File: src/rtl/rr_arb_4_ctrl_pkg.sv
// rtl/rr_arb_4_ctrl_pkg.sv - shared constants and state encoding for the 4-way round-robin arbiter
package rr_arb_4_ctrl_pkg;

    localparam int N_REQ = 4;
    localparam int IDX_W = 2;

    typedef enum logic [1:0] {
        ST_IDLE  = 2'b00,
        ST_GRANT = 2'b01,
        ST_GAP   = 2'b10
    } arb_state_e;

endpackage

File: src/rtl/dec_2to4_en.sv
// rtl/dec_2to4_en.sv - 2-to-4 one-hot decoder with enable; all-zero output when disabled
module dec_2to4_en
    import rr_arb_4_ctrl_pkg::*;
(
    input  logic [IDX_W-1:0] idx_i,
    input  logic             en_i,
    output logic [N_REQ-1:0] dec_o
);

    assign dec_o = en_i ? (N_REQ'(1) << idx_i) : '0;

endmodule

File: src/rtl/rr_arb_4_ctrl.sv
// rtl/rr_arb_4_ctrl.sv - 4-requester round-robin arbiter (IDLE/GRANT/GAP); RR_ARB_TIMEOUT_EN adds forced rotation
module rr_arb_4_ctrl
    import rr_arb_4_ctrl_pkg::*;
#(
    parameter int MAX_HOLD = 8,
    parameter int CNT_W    = 4
) (
    input  logic             CLK,
    input  logic             RST_N,
    input  logic [N_REQ-1:0] REQ,
    input  logic             DONE,
    output logic [N_REQ-1:0] GNT,
    output logic [IDX_W-1:0] GNT_IDX,
    output logic             GNT_VLD,
    output logic             BUSY
);

    arb_state_e       state_q;
    logic [IDX_W-1:0] ptr_q;
    logic [IDX_W-1:0] idx_q;
    logic             vld_q;
    logic             busy_q;

    logic [IDX_W-1:0] pick_d;
    logic [IDX_W-1:0] cand;
    logic             found;
    logic             timeout;
    logic             release_d;

    // First requester at or after the pointer, wrapping modulo 4.
    always_comb begin
        pick_d = ptr_q;
        cand   = ptr_q;
        found  = 1'b0;
        for (int i = 0; i < N_REQ; i++) begin
            cand = ptr_q + IDX_W'(i);
            if (!found && REQ[cand]) begin
                pick_d = cand;
                found  = 1'b1;
            end
        end
    end

`ifdef RR_ARB_TIMEOUT_EN
    logic [CNT_W-1:0] hold_q;
    logic [N_REQ-1:0] others;

    assign others  = REQ & ~(N_REQ'(1) << idx_q);
    assign timeout = (hold_q == CNT_W'(MAX_HOLD - 1)) && (others != '0);

    always_ff @(posedge CLK or negedge RST_N) begin
        if (!RST_N) begin
            hold_q <= '0;
        end else if (state_q == ST_IDLE) begin
            hold_q <= '0;
        end else if (state_q == ST_GRANT && hold_q != '1) begin
            hold_q <= hold_q + 1'b1;
        end
    end
`else
    logic unused_cfg;

    assign unused_cfg = ^{MAX_HOLD, CNT_W};
    assign timeout    = 1'b0;
`endif

    assign release_d = DONE || !REQ[idx_q] || timeout;

    always_ff @(posedge CLK or negedge RST_N) begin
        if (!RST_N) begin
            state_q <= ST_IDLE;
            ptr_q   <= '0;
            idx_q   <= '0;
            vld_q   <= 1'b0;
            busy_q  <= 1'b0;
        end else begin
            case (state_q)
                ST_IDLE: begin
                    if (found) begin
                        idx_q   <= pick_d;
                        vld_q   <= 1'b1;
                        busy_q  <= 1'b1;
                        state_q <= ST_GRANT;
                    end
                end
                ST_GRANT: begin
                    if (release_d) begin
                        vld_q   <= 1'b0;
                        ptr_q   <= idx_q + 1'b1;
                        state_q <= ST_GAP;
                    end
                end
                ST_GAP: begin
                    busy_q  <= 1'b0;
                    state_q <= ST_IDLE;
                end
                default: begin
                    vld_q   <= 1'b0;
                    busy_q  <= 1'b0;
                    state_q <= ST_IDLE;
                end
            endcase
        end
    end

    dec_2to4_en u_dec (
        .idx_i (idx_q),
        .en_i  (vld_q),
        .dec_o (GNT)
    );

    assign GNT_IDX = idx_q;
    assign GNT_VLD = vld_q;
    assign BUSY    = busy_q;

endmodule

File: config.mk
export PLATFORM = sky130hd
export DESIGN_NAME = rr_arb_4_ctrl
export DESIGN_NICKNAME = d
export VERILOG_FILES = /design/src/rtl/rr_arb_4_ctrl_pkg.sv /design/src/rtl/dec_2to4_en.sv /design/src/rtl/rr_arb_4_ctrl.sv
export SDC_FILE = /design/constraint.sdc
export NUM_CORES = 1
export LEC_CHECK = 0
export BUFFER_PORTS_ARGS = -buffer_cell sky130_fd_sc_hd__clkbuf_2
export CELL_PAD_IN_SITES_DETAIL_PLACEMENT = 0
export CELL_PAD_IN_SITES_GLOBAL_PLACEMENT = 1
export CORE_MARGIN = 5
export CORE_UTILIZATION = 39
export CTS_BUF_LIST = sky130_fd_sc_hd__clkbuf_16
export DETAILED_ROUTE_END_ITERATION = 7
export PLACE_DENSITY_LB_ADDON = 0.1
export SETUP_SLACK_MARGIN = 0.05
export SLEW_MARGIN = 40
export SYNTH_ARGS = -nofsm -noshare
export SYNTH_HDL_FRONTEND = slang
export SYNTH_SLANG_ARGS = --single-unit
File: constraint.sdc
create_clock -name CLK -period 3.8 [get_ports CLK]
set_input_delay 0.38 -clock CLK [delete_from_list [all_inputs] [get_ports CLK]]
set_output_delay 0.38 -clock CLK [all_outputs]
set_load 0.02 [all_outputs]
# Word level (Yosys, flattened, before mapping)
# Cells that the tools add are included.
# word_totals
regBits	8
word_cells	60
# op_classes
add_sub_neg	4
order_cmp	5
n_eq_ne	4
n_shift	1
n_mux	25
bitwise	2
reduce_logical	14
# op_table
cell	count
less-than comparator 2 x 3 -> 1 bit, second input constant	5
two-way mux 1 bit	11
binary-select mux 1 bit (select 2 bit)	5
two-way mux 2 bit	5
AND reduction 2 bit	4
adder 2 x 1 -> 2 bit, second input constant	2
adder 2 bit, second input constant	2
zero test 1 bit	4
two-way mux 4 bit	1
inequality test 2 bit, second input constant	2
one-hot mux 2 bit (2 select lines)	1
<< shifter 1 x 2 -> 4 bit, first input constant	1
logical AND 1 bit	3
one-hot mux 1 bit (3 select lines)	1
AND reduction 3 bit	1
equality test 2 x 1 -> 1 bit, second input constant	1
equality test 2 bit, second input constant	1
zero test 2 bit	1
inverter 1 bit	2
one-hot mux 1 bit (2 select lines)	1
logical OR 1 bit	1

# Longest topological paths before layout
# Gate-level depths: netlist of run 1.
# logic_depth
word_depth	14
ltp_mapped	4

# Modules after synthesis
# Synthesis of run 1 repeated with hierarchy kept, for this count alone.
# unflattened
cells_unflattened	54
hier_area_um2	518.0
# by_module_without_submodules
module	n_inst	cells_per_inst	area_per_inst_um2	seq_area_each_um2
rr_arb_4_ctrl	1	50	480.5	200.2
dec_2to4_en	1	4	37.5	0.0

# Worst setup path before layout of run 1
# Ideal clock, no wire load.
# synth_timing
path_type	reg-to-reg
start	register idx_q[0] (netlist: GNT_IDX[0])
end	register ptr_q[0]
t_arrival_ns	1.456
required_time_ns	3.675
setup_slack_ns	2.219
path_stages_with_launch	5
n_path_buf	0
period_less_slack_ns	1.581
cell_sequence	dfrtp_1 mux2i_1 o22ai_2 nor3b_4 mux2_4
# synth_between
elab_chain_len	5
elab_cells_between_ends	6
# synth_rtl
item	line	source
start, declared	rr_arb_4_ctrl.sv:20	logic [IDX_W-1:0] idx_q;
start signal, assigned	rr_arb_4_ctrl.sv:80	idx_q <= pick_d;
binary-select mux 1 bit (select 2 bit)	rr_arb_4_ctrl.sv:67	assign release_d = DONE || !REQ[idx_q] || timeout;
two-way mux 1 bit (not written as such)	rr_arb_4_ctrl.sv:67	
zero test 1 bit	rr_arb_4_ctrl.sv:67	
logical OR 1 bit	rr_arb_4_ctrl.sv:67	
AND reduction 2 bit (no line)	--	
end signal, assigned	rr_arb_4_ctrl.sv:89	ptr_q <= idx_q + 1'b1;
end, declared	rr_arb_4_ctrl.sv:19	logic [IDX_W-1:0] ptr_q;
# Parallel ways exist; a longest one is shown, timed or not. The select of a mux whose other input is x is not followed.
# A chain may end at the register's enable or synchronous reset.

# Worst setup path after layout of run 1
# layout_timing
start	register idx_q[0] (netlist: GNT_IDX[0])
end	output GNT[2]
# layout_between
elab_chain_len	2
# layout_rtl
item	line	source
<< shifter 1 x 2 -> 4 bit	dec_2to4_en.sv:10	assign dec_o = en_i ? (N_REQ'(1) << idx_i) : '0;
two-way mux 4 bit	dec_2to4_en.sv:10	
end, declared	rr_arb_4_ctrl.sv:12	output logic [N_REQ-1:0] GNT,
# Every way passes these cells.

==> results by group, run 1 <==
Status
  • Outcome: complete, no violations

Yosys
  • Post-Syn Instances: 53
  • Post-synth cell types: 21
  • Yosys top cell area share: between 30% and 40%
  • Sequential-to-total area share from yosys stat: between 30% and 40%
  • Yosys warnings: 0
  • Asr flop ratio synth: 100.0%
  • Post-synth EDFFs: 0
  • Main synth FF type: dfrtp_1
  • Yosys reg bits: 8
  • Top cells by area, synth: dfrtp_1 (38%), ha_1 (9.6%), mux2_4 (5.8%), and2_1 (4.8%), o21ai_0 (4.8%)
  • Mapped Area: around 520 um2
  • Synth top cells by count: dfrtp_1 (8), nor2_1 (5), o21ai_0 (5)
  • Most frequent cell after synthesis: dfrtp_1
  • Leading area contributor after synthesis: dfrtp_1
  • Mapped Nets: between 60 and 70
  • Mean Syn Cell Area: roughly 9.8 um2

Worst setup path
  • WP data arrival: between 1 and 1.5 ns
  • Critical path peak fanout: 6
  • Crit path kind: register to output pin
  • CP endpoint kind: output pin
  • Crit path launch type: register
  • WP data required: about 3.4 ns

Floorplanning
  • Core area: roughly 1300 um2
  • Initial core utilization: between 40 and 50%
  • Die X: between 40 and 50 um
  • Rows: 13
  • Ports: 15
  • Chip height: ~47 um
  • Die Area: between 2000 and 2500 um2

Cells and area
  • Filler cells: ~120
  • Post-layout util: between 50% and 60%
  • Syn-to-layout area delta: 33.33%
  • Share of post-route cells with drive strength above 1: 32.39%
  • Antenna diodes: 0
  • NumNets Final: 84
  • Post-route cell area: 695.7 um2

Flow run
  • Max-cap check violation count: 0

Drt
  • TritonRoute pass-1 iters: 2
  • DR DRC count: 0
  • DR vias/cell: around 5
  • WL/cell: roughly 13 um
  • Drt first-iter violations: 2
  • Vias: 437
  • WL final: 1140 um
  • ANT nets after route: 0

Timing
  • Final Slew Violations: 0
  • Skew final: 0.001817 ns
  • Slew @ Worst Pin: around 0.5 ns
  • Total negative slack: 0 ns
  • Tcrit/Tclk final: approximately 45%
  • F_max: roughly 580 MHz
  • # setup viols final: 0
  • Hold Violations, Final: 0
  • Fin crit period: 1.715 ns
  • RSZ-0062 raised after global routing: no
  • Max_slew headroom: roughly two thirds

Clock tree
  • CTS resizes: 0
  • CTS Sinks: 8
  • H-tree depth: 1
  • Hold Buf Count CTS: 1
  • Clk slew on worst S/H paths: around 0.040 ns
  • TritonCTS clock tree: yes
  • Postcts setup bufs: 0
  • CTS Buf Count: 3
  • Root Buffer: clkbuf_16
  • Clk_lat worst skew: ~0.23 ns
  • CTS Buffer Depth: 2

Global routing
  • GRT Resource Usage Total: between 10 and 15%
  • Initial antenna violation count: 0
  • Number of global-route vias before repair: around 420
  • Gr ovfl total: 0
  • Pin count of the biggest net entering global routing: 9
  • Global-route wire length before repair: around 1900 um

Place
  • I/O Buffers: 14
  • Area after DPL: between 600 and 700 um2
  • GPL Wtd Cong: approximately 0.77
  • DP HPWL: 862.9 um

Power and ir drop
  • Max VDD drop: ~0.38 mV
  • Leakage: around 0.33 nW
  • Power, Total: 0.6481 mW
  • Power Density: 931.6 nW/um2

Worst hold path
  • Worst min path class: register to register
-- metal layers --
metal	GRT usage (%)	vias to the layer above	wire [um]
met5	0	-	0
met4	10.23	0	17
met3	7.031	2	87
met2	18.96	10	512
met1	15.84	198	523
li1	-	227	-
-- layout make-up --
class | instances | area, um2 | share of cell area (%)
multi-input cells | 41 | 306.5 | 44.06
flip-flops and latches | 8 | 200.2 | 28.78
repair buffers | 15 | 80.08 | 11.51
clock buffers | 3 | 75.07 | 10.79
well taps | 15 | 18.77 | 2.698
inverters | 4 | 15.01 | 2.158
-- critical path: stages, from the launching register on --
cell      delay (ns)
dfrtp_1         0.46
inv_1           0.15
ha_1            0.21
and2_1          0.13
clkbuf_2        0.15
-- report_power, final --
part / total [mW] / internal, mW / switching [mW]
combinational: 0.279 / 0.133 / 0.146
clock: 0.177 / 0.136 / 0.0411
sequential: 0.192 / 0.128 / 0.0639
total: 0.648 / 0.397 / 0.251
-- logic make-up (layout without fill, tap and decap cells) --
| family | count (synthesis) | count (layout) | synth area share, % |
|---|---|---|---|
| AO/OA/AOI/OAI | 13 | 13 | 16.55 |
| adder cells (fa/ha/maj) | 4 | 4 | 9.593 |
| buffers and inverters | 4 | 22 | 2.877 |
| flip-flops | 8 | 8 | 38.37 |
| multiplexers | 4 | 4 | 9.593 |
| AND/OR/NAND/NOR | 20 | 20 | 23.02 |
-- flip-flops by register name (all words and copies together), names as in the netlist --
register,flops
BUSY,1
GNT_VLD,1
GNT_IDX,2
state_q,2
ptr_q,2
-- metrics by stage --
stage / hold WS [ns] / setup WS [ns] / cells
4_1_cts: 0.5077 / 2.060 / 86
2_1_floorplan: 0.08441 / 2.219 / 53
3_3_place_gp: 0.2382 / 2.207 / 82
3_5_place_dp: 0.2361 / 2.209 / 82
6_report: 0.4970 / 2.085 / 86
5_1_grt: 0.5343 / 1.978 / 86
-- path summary, 6_finish.rpt --
| check | startpoint | endpoint | slack, ns | cells after the start |
|---|---|---|---|---|
| worst max-delay path | GNT_IDX[0]$_DFFE_PN0P_ | GNT[2] | 2.09 | 4 |
| worst min-delay path | BUSY$_DFFE_PN0P_ | BUSY$_DFFE_PN0P_ | 0.50 | 2 |
| worst max register to register | GNT_IDX[0]$_DFFE_PN0P_ | ptr_q[1]$_DFFE_PN0P_ | 2.24 | 4 |
| worst min register to register | BUSY$_DFFE_PN0P_ | BUSY$_DFFE_PN0P_ | 0.50 | 2 |
| max in group asynchronous | RST_N | BUSY$_DFFE_PN0P_ | 3.07 | 2 |
| min in group asynchronous | RST_N | ptr_q[1]$_DFFE_PN0P_ | 0.55 | 2 |
-- layout by cell type (no fill, tap or decap), drive strengths merged --
master	n
nand2b	1
ha	4
nor2	5
o22ai	2
or2	1
nand2	2
and2	4
nor4	1
a311o	1
dlygate4sd3	1
mux2	2
dfrtp	8
mux2i	2
o22a	1
inv	4
nor3b	1
clkbuf	17
a21oi	3
o21ai	5
a211oi	1
nor2b	3
nor3	2
Power figures use the tool's default switching activity.
==> run 2, diff against run 1 <==
--- a/config.mk
+++ b/config.mk
@@ -9,7 +9,7 @@
 export CELL_PAD_IN_SITES_DETAIL_PLACEMENT = 0
 export CELL_PAD_IN_SITES_GLOBAL_PLACEMENT = 1
 export CORE_MARGIN = 5
-export CORE_UTILIZATION = 39
+export CORE_UTILIZATION = 32
 export CTS_BUF_LIST = sky130_fd_sc_hd__clkbuf_16
 export DETAILED_ROUTE_END_ITERATION = 7
 export PLACE_DENSITY_LB_ADDON = 0.1
==> constraint.sdc (replaced) <==
create_clock -name CLK -period 1.4 [get_ports CLK]
set_input_delay 0.14 -clock CLK [delete_from_list [all_inputs] [get_ports CLK]]
set_output_delay 0.14 -clock CLK [all_outputs]
set_load 0.02 [all_outputs]
==> results by group, run 2 (synthesized netlist as in run 1, its figures left out) <==
Drt
  • DR vias/cell: 4.980 (-2.0%)
  • ANT nets after route: 0 (unchanged)
  • DR DRC count: 0 (unchanged)
  • Vias: 488 (+12%)
  • Drt first-iter violations: 5 (+3)
  • TritonRoute pass-1 iters: 3 (+1)
  • WL final: 1238 um (+8.6%)
  • WL/cell: 12.63 um (-4.7%)

Global routing
  • GRT Resource Usage Total: 11.06% (-2.7 points)
  • Global-route wire length before repair: 2021 um (+7.3%)
  • Pin count of the biggest net entering global routing: 9 (unchanged)
  • Number of global-route vias before repair: 454 (+7.3%)
  • Initial antenna violation count: 0 (unchanged)
  • Gr ovfl total: 0 (unchanged)

Timing
  • # setup viols final: 4 (+4)
  • Max_slew headroom: 69.73% (+3.3 points)
  • Fin crit period: 1.431 ns
  • Final Slew Violations: 0 (unchanged)
  • Slew @ Worst Pin: 0.4500 ns (-0.04951 ns)
  • Hold Violations, Final: 0 (unchanged)
  • Final WS setup: -0.03108 ns (-2.116 ns)
  • RSZ-0062 raised after global routing: yes
  • F_max: ~700 MHz
  • Tcrit/Tclk final: 102.2%
  • Skew final: 0.007859 ns (+0.006042 ns)

Power and ir drop
  • Internal power: 1.338 mW (+240%)
  • Power Density: 2541 nW/um2 (+170%)
  • Leakage: 0.3988 nW (+20%)
  • Sequential power share: 22.9% (-6.8 points)
  • Max VDD drop: 0.9237 mV (+150%)
  • Switching share of power: 35.84% (-2.8 points)
  • Combinational power share: 53.2% (+10 points)
  • P_sw: 0.7476 mW (+200%)
  • Clock power frac: 23.9% (-3.4 points)

Cells and area
  • Share of post-route cells with drive strength above 1: 48.78% (+16 points)
  • Post-layout util: 53.86% (-0.28 points)
  • NumNets Final: 94 (+12%)
  • Commonest non-fill, non-tap cell in the layout: clkbuf_2
  • Syn-to-layout area delta: 57.31%
  • Antenna diodes: 0 (unchanged)
  • Most frequent cells in the layout: clkbuf_2 (10), buf_4 (8), dfrtp_1 (7)
  • Non-Filler Instances: 98 (+14%)

Worst setup path
  • WP data required: 1.51 ns (-1.91 ns)
  • CP max-delay cell: dfrtp_2
  • CP endpoint kind: register
  • Crit path kind: register to register
  • CP Cell Sequence: mux2i_1, o22ai_2, nor3b_4, mux2_4
  • Crit path max-delay family: multiplexers
  • Bufs and invs on worst path: 0 (-2)
  • WP data arrival: 1.54 ns (+0.21 ns)
  • Slowest stage delay, CP: 0.42 ns (-0.04 ns)
  • Crit path launch type: register
  • Critical path peak fanout: 3 (-3)

Clock tree
  • TritonCTS clock tree: yes
  • CTS Buf Count: 3 (unchanged)
  • Clk_lat worst skew: 0.24 ns (about the same)
  • Clk slew on worst S/H paths: 0.04 ns (about the same)
  • CTS Buffer Depth: 2 (unchanged)
  • H-tree depth: 1 (unchanged)
  • Root Buffer: clkbuf_16
  • CTS Sinks: 8 (unchanged)

Place
  • Pre-CTS setup slack: -0.02304 ns (-2.232 ns)
  • Placed Cells: 91 (+11%)
  • DP HPWL: 975.9 um (+13%)
  • GPL Wtd Cong: 0.7001 (-9.5%)
  • I/O Buffers: 14 (unchanged)

Floorplanning
  • Initial core utilization: 34.24% (-6.4 points)
  • Die Area: 2538 um2 (+17%)
  • Rows: 14 (+1)
  • Die X: 50.38 um (+8.2%)
  • Chip height: 50.38 um (+8.2%)
  • Core area: 1524 um2 (+19%)
  • Ports: 15 (unchanged)

Worst hold path
  • Worst min path class: primary input to register

Flow run
  • Max-cap check violation count: 0 (unchanged)

Status
  • Failing checks: negative setup slack
  • Outcome: finished with violations
run 2: cell types whose count changed in the layout (fill, tap and decap cells not counted), moves of 2 or more:
cell	delta
buf_4	+8
clkbuf_2	-4
and2_1	-3
and2_4	+3
buf_6	+3
clkbuf_8	+2
inv_2	+2
run 2: stage by stage:
| step | cell area (um2) | setup TNS, ns | hold slack, ns | total power, mW |
|---|---|---|---|---|
| after CTS | 787.0 | -0.1236 | 0.2716 | 2.006 |
| after global routing | 820.8 | -0.2852 | 0.3059 | 2.244 |
| after detailed placement | 673.1 | -0.04600 | -0.0004633 | 1.433 |
| after floorplan | 523.0 | -0.1440 | -0.1556 | 1.060 |
| after global placement | 673.1 | 0 | 0.003698 | 1.433 |
| final | 820.8 | -0.07112 | 0.2679 | 2.086 |
run 2: cell type report:
| cell class | count | area (um2) |
|---|---|---|
| Fill cell | 147 | 703.2 |
| Multi-Input combinational cell | 41 | 319.1 |
| Sequential cell | 8 | 201.4 |
| Timing Repair Buffer | 25 | 186.4 |
| Clock buffer | 3 | 75.07 |
| Tap cell | 16 | 20.02 |
| Inverter | 4 | 15.01 |
| Clock inverter | 1 | 3.754 |
run 2: tightest hold or removal path, cell delays in order:
cell and delay, ns:
clkbuf_2 0.12, o21ai_0 0.09, o22ai_1 0.10
run 2: power groups by stage:
stage	logic [mW]	clock network (mW)	registers (mW)
2_1_floorplan	0.514	0	0.547
3_5_place_dp	0.961	0	0.472
3_3_place_gp	0.961	0	0.472
5_1_grt	1.22	0.525	0.502
6_report	1.11	0.498	0.478
4_1_cts	1.03	0.505	0.470
run 2: metal layers:
layer | track usage, % | vias to the layer above | part of all wire (%)
met1 | 13.51 | 229 | 46
met2 | 15.69 | 10 | 46
met4 | 6.383 | 0 | 2.0
met3 | 5.325 | 4 | 5.9
li1 | - | 245 | -
met5 | 0 | - | 0
run 2: final timing paths:
kind	slack [ns]	to	start	depth (start not counted)
setup / recovery	-0.03	ptr_q[0]$_DFFE_PN0P_	GNT_IDX[0]$_DFFE_PN0P_	4
hold / removal	0.27	GNT_IDX[0]$_DFFE_PN0P_	REQ[1]	3
setup reg to reg	-0.03	ptr_q[0]$_DFFE_PN0P_	GNT_IDX[0]$_DFFE_PN0P_	4
hold reg to reg	0.50	BUSY$_DFFE_PN0P_	BUSY$_DFFE_PN0P_	2
max in group asynchronous	0.91	GNT_IDX[0]$_DFFE_PN0P_	RST_N	2
min in group asynchronous	0.29	ptr_q[1]$_DFFE_PN0P_	RST_N	2
run 2: repair_timing:
action / CTS / global route
setup buffers: 1 / 1
setup endpoints to repair: 7 / 10
endpoints found under the hold margin: 8 / 0
hold buffers: 1 / 0
gates resized for setup: 5 / 11
pin swaps: 1 / 1
